--- src/rtl/seg_pkg.sv ---
// Shared glyphs, BCD sizing helper and controller FSM states for the
// seven-segment display controller.
package seg_pkg;

   // Active-high glyphs, bit0 = segment a ... bit6 = segment g
   localparam logic [6:0] SEG_0     = 7'h3F;
   localparam logic [6:0] SEG_1     = 7'h06;
   localparam logic [6:0] SEG_2     = 7'h5B;
   localparam logic [6:0] SEG_3     = 7'h4F;
   localparam logic [6:0] SEG_4     = 7'h66;
   localparam logic [6:0] SEG_5     = 7'h6D;
   localparam logic [6:0] SEG_6     = 7'h7D;
   localparam logic [6:0] SEG_7     = 7'h07;
   localparam logic [6:0] SEG_8     = 7'h7F;
   localparam logic [6:0] SEG_9     = 7'h6F;
   localparam logic [6:0] SEG_A     = 7'h77;
   localparam logic [6:0] SEG_B     = 7'h7C;
   localparam logic [6:0] SEG_C     = 7'h58;
   localparam logic [6:0] SEG_D     = 7'h5E;
   localparam logic [6:0] SEG_E     = 7'h79;
   localparam logic [6:0] SEG_F     = 7'h71;
   localparam logic [6:0] SEG_BLANK = 7'h00;
   localparam logic [6:0] SEG_DASH  = 7'h40;

   typedef enum logic [1:0] {IDLE, CONV, UPDATE} state_t;

   // Decimal digits needed to hold 2**width-1
   function automatic int BCD_DIGITS(input int width);
      longint unsigned v;
      int              d;
      v = (64'd1 << width) - 64'd1;
      d = 1;
      for (int i = 0; i < 20; i++) begin
         if (v >= 64'd10) begin
            v = v / 64'd10;
            d++;
         end
      end
      return d;
   endfunction

endpackage

--- src/rtl/bin2bcd_seq.sv ---
// Single-channel iterative double-dabble converter. The start cycle already
// performs the first shift, so the result is valid VALUE_W cycles after start.
module bin2bcd_seq
   import seg_pkg::*;
#(
   parameter int VALUE_W = 11,
   parameter int BCD_D   = BCD_DIGITS(VALUE_W)
) (
   input  logic                 clk,
   input  logic                 reset,
   input  logic                 start,
   input  logic [VALUE_W-1:0]   value,
   output logic                 busy,
   output logic                 valid,
   output logic [4*BCD_D-1:0]   bcd
);

   localparam int CNT_W = $clog2(VALUE_W + 1);

   logic [VALUE_W-1:0] shreg;
   logic [CNT_W-1:0]   cnt;
   logic [4*BCD_D-1:0] bcd_adj;

   function automatic logic [4*BCD_D-1:0] add3(input logic [4*BCD_D-1:0] b);
      logic [4*BCD_D-1:0] r;
      r = b;
      for (int d = 0; d < BCD_D; d++) begin
         if (r[4*d +: 4] >= 4'd5) r[4*d +: 4] = r[4*d +: 4] + 4'd3;
      end
      return r;
   endfunction

   assign bcd_adj = add3(bcd);

   always_ff @(posedge clk) begin
      if (reset) begin
         busy  <= 1'b0;
         valid <= 1'b0;
         cnt   <= '0;
      end else begin
         valid <= 1'b0;
         if (start) begin
            cnt   <= CNT_W'(VALUE_W - 1);
            busy  <= (VALUE_W > 1);
            valid <= (VALUE_W == 1);
         end else if (busy) begin
            cnt <= cnt - CNT_W'(1);
            if (cnt == CNT_W'(1)) begin
               busy  <= 1'b0;
               valid <= 1'b1;
            end
         end
      end
   end

   always_ff @(posedge clk) begin
      if (start) begin
         bcd   <= {{(4*BCD_D-1){1'b0}}, value[VALUE_W-1]};
         shreg <= value << 1;
      end else if (busy) begin
         bcd   <= {bcd_adj[4*BCD_D-2:0], shreg[VALUE_W-1]};
         shreg <= shreg << 1;
      end
   end

endmodule

--- src/rtl/seg_display_ctrl.sv ---
// Multi-channel binary to seven-segment controller: one shared BCD engine,
// staged results, and an atomic display/overflow update with a done pulse.
module seg_display_ctrl
   import seg_pkg::*;
#(
   parameter int CHANNELS   = 2,
   parameter int VALUE_W    = 11,
   parameter int DIGITS     = 3,
   parameter int ACTIVE_LOW = 1
) (
   input  logic                          clk,
   input  logic                          reset,
   input  logic [CHANNELS*VALUE_W-1:0]   values,
   input  logic                          mode_hex,
   input  logic                          blank_lz,
   input  logic                          load,
   output logic                          busy,
   output logic                          done,
   output logic [CHANNELS-1:0]           overflow,
   output logic [CHANNELS*DIGITS*7-1:0]  display
);

   localparam int BCD_D  = BCD_DIGITS(VALUE_W);
   localparam int CH_W   = (CHANNELS > 1) ? $clog2(CHANNELS) : 1;
   localparam int GRP_W  = DIGITS * 7;
   localparam int DISP_W = CHANNELS * GRP_W;
   localparam int XW     = 4*DIGITS + 4*BCD_D + VALUE_W;

   state_t             state_q, state_d;
   logic [CH_W-1:0]    ch_q, ch_nx;
   logic [VALUE_W-1:0] val_sh [CHANNELS];
   logic               mode_sh, blank_sh;
   logic [DISP_W-1:0]  stg_seg;
   logic [CHANNELS-1:0] stg_ovf;

   logic               accept, capture, ch_inc;
   logic               eng_start, eng_busy, eng_vld;
   logic [VALUE_W-1:0] eng_val;
   logic [4*BCD_D-1:0] eng_bcd;

   logic [XW-1:0]      cur_ext;
   logic [GRP_W-1:0]   cur_word;
   logic               cur_ovf, seen_nz;
   logic [3:0]         nib;

   function automatic logic [6:0] glyph(input logic [3:0] n);
      case (n)
         4'h0: return SEG_0;
         4'h1: return SEG_1;
         4'h2: return SEG_2;
         4'h3: return SEG_3;
         4'h4: return SEG_4;
         4'h5: return SEG_5;
         4'h6: return SEG_6;
         4'h7: return SEG_7;
         4'h8: return SEG_8;
         4'h9: return SEG_9;
         4'hA: return SEG_A;
         4'hB: return SEG_B;
         4'hC: return SEG_C;
         4'hD: return SEG_D;
         4'hE: return SEG_E;
         default: return SEG_F;
      endcase
   endfunction

   function automatic logic [DISP_W-1:0] polarity(input logic [DISP_W-1:0] w);
      return (ACTIVE_LOW != 0) ? ~w : w;
   endfunction

   assign ch_nx = ch_q + CH_W'(1);

   bin2bcd_seq #(
      .VALUE_W (VALUE_W),
      .BCD_D   (BCD_D)
   ) u_bin2bcd (
      .clk   (clk),
      .reset (reset),
      .start (eng_start),
      .value (eng_val),
      .busy  (eng_busy),
      .valid (eng_vld),
      .bcd   (eng_bcd)
   );

   // Digit source is the latched value (hex) or the engine result (decimal);
   // anything above the visible digits means overflow.
   always_comb begin
      cur_ext  = mode_sh ? XW'(val_sh[ch_q]) : XW'(eng_bcd);
      cur_ovf  = |cur_ext[XW-1:4*DIGITS];
      cur_word = '0;
      seen_nz  = 1'b0;
      nib      = '0;
      for (int d = DIGITS - 1; d >= 0; d--) begin
         nib = cur_ext[4*d +: 4];
         if (nib != 4'd0) seen_nz = 1'b1;
         if (cur_ovf)                              cur_word[7*d +: 7] = SEG_DASH;
         else if (blank_sh && !seen_nz && d != 0)  cur_word[7*d +: 7] = SEG_BLANK;
         else                                      cur_word[7*d +: 7] = glyph(nib);
      end
   end

   // Decimal mode starts the engine on the accepting edge straight from the
   // inputs so that channel 0 overlaps the shadow-register load.
   always_comb begin
      state_d   = state_q;
      accept    = 1'b0;
      capture   = 1'b0;
      ch_inc    = 1'b0;
      eng_start = 1'b0;
      eng_val   = '0;
      case (state_q)
         IDLE: begin
            if (load && !eng_busy) begin
               accept  = 1'b1;
               state_d = CONV;
               if (!mode_hex) begin
                  eng_start = 1'b1;
                  eng_val   = values[VALUE_W-1:0];
               end
            end
         end
         CONV: begin
            if (mode_sh || eng_vld) begin
               capture = 1'b1;
               if (ch_q == CH_W'(CHANNELS - 1)) begin
                  state_d = UPDATE;
               end else begin
                  ch_inc    = 1'b1;
                  eng_start = !mode_sh;
                  eng_val   = val_sh[ch_nx];
               end
            end
         end
         UPDATE:  state_d = IDLE;
         default: state_d = IDLE;
      endcase
   end

   always_ff @(posedge clk) begin
      if (reset) begin
         state_q  <= IDLE;
         ch_q     <= '0;
         busy     <= 1'b0;
         done     <= 1'b0;
         overflow <= '0;
         display  <= polarity('0);
      end else begin
         state_q <= state_d;
         done    <= 1'b0;
         if (accept) begin
            busy <= 1'b1;
            ch_q <= '0;
         end else if (ch_inc) begin
            ch_q <= ch_nx;
         end
         if (state_q == UPDATE) begin
            display  <= polarity(stg_seg);
            overflow <= stg_ovf;
            done     <= 1'b1;
            busy     <= 1'b0;
         end
      end
   end

   always_ff @(posedge clk) begin
      if (accept) begin
         for (int c = 0; c < CHANNELS; c++) val_sh[c] <= values[c*VALUE_W +: VALUE_W];
         mode_sh  <= mode_hex;
         blank_sh <= blank_lz;
      end
      if (capture) begin
         stg_seg[ch_q*GRP_W +: GRP_W] <= cur_word;
         stg_ovf[ch_q]                <= cur_ovf;
      end
   end

endmodule
--- config.mk ---
export PLATFORM = sky130hd
export DESIGN_NAME = seg_display_ctrl
export DESIGN_NICKNAME = d
export VERILOG_FILES = /design/src/rtl/seg_pkg.sv /design/src/rtl/bin2bcd_seq.sv /design/src/rtl/seg_display_ctrl.sv
export SDC_FILE = /design/constraint.sdc
export NUM_CORES = 1
export LEC_CHECK = 0
export BUFFER_PORTS_ARGS = -buffer_cell sky130_fd_sc_hd__buf_2
export CAP_MARGIN = 20
export CELL_PAD_IN_SITES_DETAIL_PLACEMENT = 0
export CELL_PAD_IN_SITES_GLOBAL_PLACEMENT = 1
export CORE_MARGIN = 4
export CORE_UTILIZATION = 47
export CTS_CLUSTER_SIZE = 20
export DETAILED_ROUTE_END_ITERATION = 8
export HOLD_SLACK_MARGIN = 0.12
export PLACE_DENSITY_LB_ADDON = 0.15
export REMOVE_ABC_BUFFERS = 1
export SLEW_MARGIN = 15
export SYNTH_ARGS = -nofsm -noshare
export SYNTH_HDL_FRONTEND = slang
export SYNTH_HIERARCHICAL = 1
export SYNTH_SLANG_ARGS = --single-unit
--- constraint.sdc ---
create_clock -name clk -period 4.8 [get_ports clk]
set_clock_uncertainty 0.15 [all_clocks]
set_input_delay 0.24 -clock clk [delete_from_list [all_inputs] [get_ports clk]]
set_output_delay 0.24 -clock clk [all_outputs]
set_load 0.03 [all_outputs]
# Word level (Yosys, flattened, before mapping)
# Memories as Yosys holds them, arrays and structs flattened. A register that Yosys moved wholly into a read port is not among the register bits.
# Cells that the tools add are included.
# op_classes
n_bitwise	2
eq_ne	6
magnitude_cmp	6
n_addsub	7
reduce_logical	19
muxes	52
n_div	0
shifts	2
mul	1
# op_table
op	n
$mux W11	6
$bwmux W42	1
$not A42 Y42	1
$shift A21 B34 Y42 const A	1
$shiftx A21 B34 Y42	1
$mux W7	5
$neg A6 Y34	1
$reduce_or A27 Y1	1
$mux W1	25
$pmux W11 S2	1
$mux W4	5
$ge A4 B3 Y1 const B	4
$mux W16	1
$add A4 B2 Y4 const B	3
$reduce_bool A4 Y1	2
$mul A1 B5 Y6 const B	1
$mux W2	3
$ne A2 B2 Y1 const B	3
$reduce_or A2 Y1	3
$eq A4 B1 Y1 const B	1
$logic_and A1 B1 Y1	4
$logic_not A1 Y1	4
$pmux W2 S2	1
$sub A4 B1 Y4 const B	1
other kinds (16)	16
# totals
word_cells	116
rom_bits	336
ram_bits	22
in_bits	27
regBits	127
out_inout_bits	46
latchBits	0
n_memories	4
# memory_table
name	words	word_bits	read_ports	rd_ports_with_merged_regs	wr	line	source
(name not given)	16	7	1	0	0	seg_display_ctrl.sv:47	case (n)
(name not given)	16	7	1	0	0	seg_display_ctrl.sv:47	
(name not given)	16	7	1	0	0	seg_display_ctrl.sv:47	
val_sh	2	11	2	1	2	seg_display_ctrl.sv:31	logic [VALUE_W-1:0] val_sh [CHANNELS];

# Depth between registers and ports, before layout
# Gate-level depths: netlist of the first run.
# logic_depth
ltp_word	10
depth_mapped	11
ltp_nobuf	8

# Hierarchy
# Netlist of the first run, hierarchy kept.
# modules_own_cells
mod	cells_each	seq_area_each_um2	area_each_um2	n_inst
seg_display_ctrl	463	3042.9	5306.3	1
bin2bcd_seq	170	750.7	1677.9	1

# Least setup slack after synthesis of the first run
# No wires, ideal clock.
# synth_path
path_kind	register to register
startpoint	register state_q[1]
endpoint	register u_bin2bcd.bcd[0] (enable)
t_arrival_ps	3305
path_stages_with_launch	8
n_path_buf	3
synth_period_minus_slack_ps	3801
setup_time_ps	346
required_time_ps	4304
path_slack_ps	999
path_cell_list	dfxtp_1 -> nor4b_2 -> nor2b_1 -> buf_2 -> a21o_1 -> buf_2 -> buf_2 -> or2_1
# synth_between
elab_chain_cells	3
word_cells_on_any_way	4
cone_classes	eq/ne (1); mux (1); reduce/logical (2)
# synth_rtl
element	line	source
from (decl)	seg_display_ctrl.sv:29	state_t state_q, state_d;
from (signal assigned)	seg_display_ctrl.sv:149	state_q <= state_d;
$eq A2 B1 Y1 / $logic_not A2 Y1 (equally long branches)	seg_display_ctrl.sv:112	case (state_q)
$pmux W1 S2 (*)	seg_display_ctrl.sv:112	
via eng_start	seg_display_ctrl.sv:37	logic eng_start, eng_busy, eng_vld;
$reduce_bool A2 Y1 (no line) (*)	n/a	
to (signal assigned)	bin2bcd_seq.sv:58	bcd <= {{(4*BCD_D-1){1'b0}}, value[VALUE_W-1]};
to (signal assigned)	bin2bcd_seq.sv:61	bcd <= {bcd_adj[4*BCD_D-2:0], shreg[VALUE_W-1]};
to (decl)	bin2bcd_seq.sv:15	output logic [4*BCD_D-1:0] bcd
# Mark *: on every way through the listed nets, which the timed path passes. The rest lies on a longest branch.
# A chain may end at the register's enable or synchronous reset.

# Final worst setup path of the first run
# layout_path
startpoint	register mode_sh
endpoint	register stg_seg[7], data pin
# layout_between
elab_chain_cells	10
word_cells_on_any_way	20
cone_classes	shift (1); mux (9); reduce/logical (7); memory (3)
# layout_rtl
element	line	source
from (decl)	seg_display_ctrl.sv:32	logic mode_sh, blank_sh;
from (signal assigned)	seg_display_ctrl.sv:169	mode_sh <= mode_hex;
$mux W16 (*)	seg_display_ctrl.sv:89	cur_ext = mode_sh ? XW'(val_sh[ch_q]) : XW'(eng_bcd);
$reduce_bool A4 Y1	seg_display_ctrl.sv:96	if (nib != 4'd0) seen_nz = 1'b1;
$mux W1 (2 in a row)	seg_display_ctrl.sv:96	
$logic_not A1 Y1	seg_display_ctrl.sv:98	else if (blank_sh && !seen_nz && d != 0) cur_word[7*d +: 7] = SEG_BLANK;
$logic_and A1 B1 Y1	seg_display_ctrl.sv:98	
$mux W7	seg_display_ctrl.sv:98	
$mux W7	seg_display_ctrl.sv:97	if (cur_ovf) cur_word[7*d +: 7] = SEG_DASH;
$shiftx A21 B34 Y42 (*)	seg_display_ctrl.sv:173	stg_seg[ch_q*GRP_W +: GRP_W] <= cur_word;
$bwmux W42 (*)	seg_display_ctrl.sv:173	
to (signal, indexed assignment)	seg_display_ctrl.sv:173	
to (decl)	seg_display_ctrl.sv:33	logic [DISP_W-1:0] stg_seg;
# Mark *: on every way between the ends. The rest lies on a longest branch, timed or not.

==> results.json, run 1 <==
{
  "synthArstFlopShare": 0,
  "rsz0062_at_grt": "false",
  "drc_errors": 0,
  "cp-end-kind": "register",
  "ys_ff_latch": 150,
  "wl_per_cell_um": 16.5,
  "hpwlAfterDp_um": 10500,
  "dominantRegCellSynth": "edfxtp_1",
  "post-route-period-util": 0.743,
  "synth_edf_count": 79,
  "p_sw_mw": 1.24,
  "antenna_found_initial": 0,
  "maxCapViolations": 0,
  "initial_core_util": 0.481,
  "path_class": "register to register",
  "drv_slew": 0,
  "fmax_ghz": 0.280,
  "syn_inst": 633,
  "sequentialPowerShare": 0.406,
  "post-synth-top-area-cell": "edfxtp_1",
  "grt_pass1_wl_um": 24900,
  "yosys_warnings": 6,
  "worst_pin_slew_ns": 0.805,
  "ctsResizeCount": 0,
  "htree_num_levels": 4,
  "critPathLaunchType": "register",
  "synth_top_area_frac": 0.340,
  "diodes": 0,
  "vias": 5107,
  "clock_sinks": 150,
  "seq_area_um2": 3790,
  "via_per_inst": 5.52,
  "place_congestion": 0.857,
  "die-area_um2": 16900,
  "syn-cell-area_um2": 6980,
  "nets": 784,
  "rows": 44,
  "drt-initial-drc-count": 334,
  "fp.dieW_um": 130,
  "final_cells": 926,
  "layout-drive-gt1-share": 0.217,
  "clk_latency_ns": 0.42,
  "post-route-util": 0.579,
  "post_synth_num_cell_types": 64,
  "clockBufferDepth": 2,
  "syn_area_per_cell_um2": 11.0,
  "wl_um": 15300,
  "dp_cells": 869,
  "p_comb_frac": 0.238,
  "cp.required_ns": 4.84,
  "grt_max_degree": 46,
  "p_int_mw": 2.83,
  "ys_seq_area_frac": 0.543,
  "switching_share": 0.306,
  "grt_pass1_vias": 4894,
  "cp.arrival_ns": 3.61,
  "synthTopCellsByCount": "79 x edfxtp_1, 78 x nor2_1, 71 x dfxtp_1, 69 x a21oi_1, 31 x inv_1",
  "ant_nets": 0,
  "final-setup-viol-count": 0,
  "hold_path.class": "register to register",
  "cts.clk_slew.worst_paths_ns": 0.06,
  "coreArea_um2": 14500,
  "finalSetupTns_ns": 0,
  "cts_root_buf": "clkbuf_16",
  "fp.dieH_um": 130,
  "clkPwrFrac": 0.356,
  "grt-ovfl-total": 0,
  "tritoncts": "yes",
  "port_buffers": 72,
  "min_period_ns": 3.57,
  "slew_headroom": 0.463,
  "grt_usage": 0.188,
  "hold_slack_ns": 0.268,
  "hold_buffers": 25,
  "yosysMostFrequentCell": "edfxtp_1",
  "fillerInstances": 1234,
  "hold_viol_final": 0,
  "multiInputGateArea_um2": 2920,
  "postCtsSetupBuffers": 0,
  "ir_drop_uv": 244,
  "finalPower_mw": 4.07,
  "synth_area_leaders": "edfxtp_1 34%, dfxtp_1 20%, ha_1 5.0%, a21oi_1 4.9%, nor2_1 4.2%",
  "io_pins": 73,
  "first_pass_iters": 4,
  "power.density_nw_per_um2": 483,
  "outcome": "completed",
  "numCtsBuffers": 17,
  "area_delta_synth_final_pct": 20.6,
  "crit_fanout": 27,
  "cellLeakagePower_nw": 3.09
}
power by group through the flow:
stage               Sequential [mW]  Clock (mW)  Combinational (mW)
finish                         1.65        1.45               0.968
global route                   1.67        1.53                1.08
CTS                            1.65        1.48               0.966
detailed placement             1.68           0               0.942
global placement               1.67           0               0.910
floorplan                      1.65           0               0.698
final timing paths:
kind	slack [ns]	cells after the start	start	end
setup / recovery	1.23	8	mode_sh	stg_seg[7]
hold / removal	0.27	1	stg_seg[17]	display[17]
setup reg to reg	1.23	8	mode_sh	stg_seg[7]
hold reg to reg	0.27	1	stg_seg[17]	display[17]
logic make-up (layout without fill, tap and decap cells):
group	Yosys count	in the layout	synth area share
mux	36	36	0.0575
fa+ha+maj	28	28	0.0502
simple gates	171	171	0.121
xor+xnor	3	3	0.00376
compound gates	182	182	0.185
buf+inv	63	172	0.0403
flops	150	150	0.543
sequential cells by signal, summed over array words and instances, names as in the netlist, named ones only:
register / flops
busy: 1
val_sh: 22
overflow: 2
ch_q: 1
stg_seg: 42
display: 42
state_q: 2
u_bin2bcd/valid: 1
u_bin2bcd/shreg: 10
u_bin2bcd/cnt: 4
stg_ovf: 2
mode_sh: 1
u_bin2bcd/busy: 1
u_bin2bcd/bcd: 16
blank_sh: 1
done: 1
final cells by class:
type	instances	area share
Tap cell	184	0.0273
Clock buffer	21	0.0599
Timing Repair Buffer	108	0.0832
Inverter	32	0.0143
Sequential cell	150	0.450
Clock inverter	11	0.0181
Multi-Input combinational cell	420	0.347
worst max-delay path, cell delays in order (launching register included):
cell,delay [ns]
edfxtp_1,0.87
inv_1,0.33
o21ai_0,0.56
inv_1,0.20
ha_1,0.33
nand2_1,0.15
o32a_4,0.23
mux2i_1,0.10
a2111oi_1,0.42
cell usage in the layout (no fill, tap or decap), types with 6 or more instances in the layout:
cell type / count
nor2_1: 77
a211oi_1: 25
ha_1: 28
mux2i_1: 15
dlygate4sd3_1: 25
a22o_1: 13
o21ai_0: 11
mux2_2: 19
clkbuf_16: 20
buf_2: 72
nor2b_1: 12
inv_1: 31
edfxtp_1: 79
dfxtp_1: 71
a21oi_1: 69
nand2b_1: 8
nand3_1: 6
o21ai_2: 8
a21o_1: 6
buf_4: 10
nand2_1: 14
nor3_1: 25
layer usage:
| layer | routed length [um] | share of wire | vias up | global-route usage |
|---|---|---|---|---|
| li1 | - | - | 2537 | - |
| met1 | 7120 | 0.46 | 2440 | 0.261 |
| met2 | 7280 | 0.48 | 115 | 0.294 |
| met3 | 701 | 0.046 | 15 | 0.0372 |
| met4 | 216 | 0.014 | 0 | 0.0691 |
| met5 | 0 | 0 | - | 0 |
through the flow:
step	instance area, um^2	setup slack (ns)
after floorplan	6820	0.222
after global placement	7500	1.49
after detailed placement	7510	1.29
after CTS	8420	1.27
after global routing	8420	0.901
final	8420	1.23
Note: power is estimated with default switching activity, not from simulation.
==> run 2: changes to the inputs <==
--- a/config.mk
+++ b/config.mk
@@ -10,7 +10,7 @@
 export CELL_PAD_IN_SITES_DETAIL_PLACEMENT = 0
 export CELL_PAD_IN_SITES_GLOBAL_PLACEMENT = 1
 export CORE_MARGIN = 4
-export CORE_UTILIZATION = 47
+export CORE_UTILIZATION = 42
 export CTS_CLUSTER_SIZE = 20
 export DETAILED_ROUTE_END_ITERATION = 8
 export HOLD_SLACK_MARGIN = 0.12
==> constraint.sdc (replaced) <==
create_clock -name clk -period 3.2 [get_ports clk]
set_clock_uncertainty 0.15 [all_clocks]
set_input_delay 0.16 -clock clk [delete_from_list [all_inputs] [get_ports clk]]
set_output_delay 0.16 -clock clk [all_outputs]
set_load 0.03 [all_outputs]
==> results.json, run 2 (synthesis gave the netlist of run 1 again) <==
{
  "vias": 5102,
  "rsz0062_at_grt": "false",
  "final_cell_area_um2": 8420,
  "area_delta_synth_final_pct": 20.6,
  "final-setup-viol-count": 0,
  "via_per_inst": 5.29,
  "clk_latency_ns": 0.42,
  "cp-end-kind": "register",
  "hold_buffers": 25,
  "maxCapViolations": 0,
  "post-route-period-util": 0.886,
  "hold_viol_final": 0,
  "wl_per_cell_um": 16.0,
  "layout-drive-gt1-share": 0.220,
  "final_cells": 965,
  "switching_share": 0.309,
  "grt_usage": 0.172,
  "hpwlAfterDp_um": 11100,
  "clkPwrFrac": 0.326,
  "crit_fanout": 13,
  "cp.arrival_ns": 2.84,
  "drc_errors": 0,
  "startpoint": "mode_sh",
  "layout_common_cells": "79 x edfxtp_1, 77 x nor2_1, 72 x buf_2",
  "fmax_ghz": 0.353,
  "power.density_nw_per_um2": 696,
  "path_class": "register to register",
  "top_regs": "display (42), stg_seg (42), val_sh (22)",
  "first_pass_iters": 7,
  "p_int_mw": 4.05,
  "rows": 46,
  "ir_drop_uv": 422,
  "ctsResizeCount": 0,
  "grt_pass1_vias": 4894,
  "cp.required_ns": 3.20,
  "ant_nets": 0,
  "p_sw_mw": 1.81,
  "die-area_um2": 18800,
  "p_comb_frac": 0.251,
  "slew_headroom": 0.485,
  "diodes": 0,
  "worst_pin_slew_ns": 0.765,
  "grt_max_degree": 46,
  "wl_um": 15400,
  "clock_sinks": 150,
  "r2r_start": "mode_sh",
  "initial_core_util": 0.433,
  "coreArea_um2": 16100,
  "postCtsSetupBuffers": 0,
  "outcome": "completed",
  "hold_slack_ns": 0.265,
  "cts_root_buf": "clkbuf_16",
  "cts.clk_slew.worst_paths_ns": 0.06,
  "fp.dieH_um": 137,
  "grt-ovfl-total": 0,
  "tritoncts": "yes",
  "place_congestion": 0.844,
  "dp_cells": 908,
  "fillerInstances": 1474,
  "grt_pass1_wl_um": 25300,
  "drt-initial-drc-count": 266,
  "antenna_found_initial": 0,
  "hold_path.class": "register to register",
  "port_buffers": 72,
  "sequentialPowerShare": 0.423,
  "fp.dieW_um": 137,
  "drv_slew": 0,
  "numCtsBuffers": 17,
  "clockBufferDepth": 2,
  "dpl-instance-area_um2": 7600,
  "mostFrequentLayoutCell": "edfxtp_1",
  "io_pins": 73,
  "critPathLaunchType": "register",
  "hp-start": "stg_seg[41]",
  "nets": 791,
  "cellLeakagePower_nw": 3.08,
  "min_period_ns": 2.83,
  "htree_num_levels": 4
}
-- run 2: critical path: stages (launching register included) --
cell	delay (ns)
edfxtp_1	0.57
nand2b_1	0.19
o21ai_0	0.12
inv_1	0.15
ha_1	0.29
nand2_1	0.13
o32a_4	0.43
and3_4	0.18
o41a_1	0.36
-- run 2: final cells by class --
class / instances / area, um^2 / share of cell area
Multi-Input combinational cell: 420 / 2920 / 0.347
Clock inverter: 7 / 66.3 / 0.00787
Timing Repair Buffer: 115 / 746 / 0.0885
Sequential cell: 150 / 3790 / 0.450
Tap cell: 216 / 270 / 0.0321
Inverter: 32 / 120 / 0.0143
Clock buffer: 25 / 507 / 0.0602
-- run 2: stage by stage --
stage | worst slack [ns] | total power, mW | utilization | TNS (ns)
after global routing | 0.208 | 6.20 | 0.523 | 0
after detailed placement | 0.385 | 3.95 | 0.472 | 0
after floorplan | -1.38 | 3.53 | - | -49.67
final | 0.365 | 5.86 | 0.523 | 0
after global placement | 0.450 | 3.91 | 0.472 | 0
after CTS | 0.369 | 5.90 | 0.523 | 0
-- run 2: power by group through the flow --
| stage | combinational, mW | sequential (mW) | clock (mW) |
|---|---|---|---|
| finish | 1.47 | 2.48 | 1.91 |
| global placement | 1.39 | 2.51 | 0 |
| floorplan | 1.05 | 2.48 | 0 |
| global route | 1.64 | 2.51 | 2.05 |
| CTS | 1.47 | 2.48 | 1.96 |
| detailed placement | 1.43 | 2.52 | 0 |
-- run 2: worst paths after layout --
path / to / slack [ns] / depth (start not counted)
setup / recovery: stg_seg[13] / 0.37 / 8
hold reg to reg: display[41] / 0.27 / 1
hold / removal: display[41] / 0.27 / 1
setup reg to reg: stg_seg[13] / 0.37 / 8
-- run 2: per-layer routing --
metal  vias up  GRT usage  part of all wire
met5         -          0                 0
met4         0     0.0599             0.017
met3        18     0.0338             0.040
met2       127      0.272              0.46
met1      2409      0.236              0.48
li1       2548          -                 -
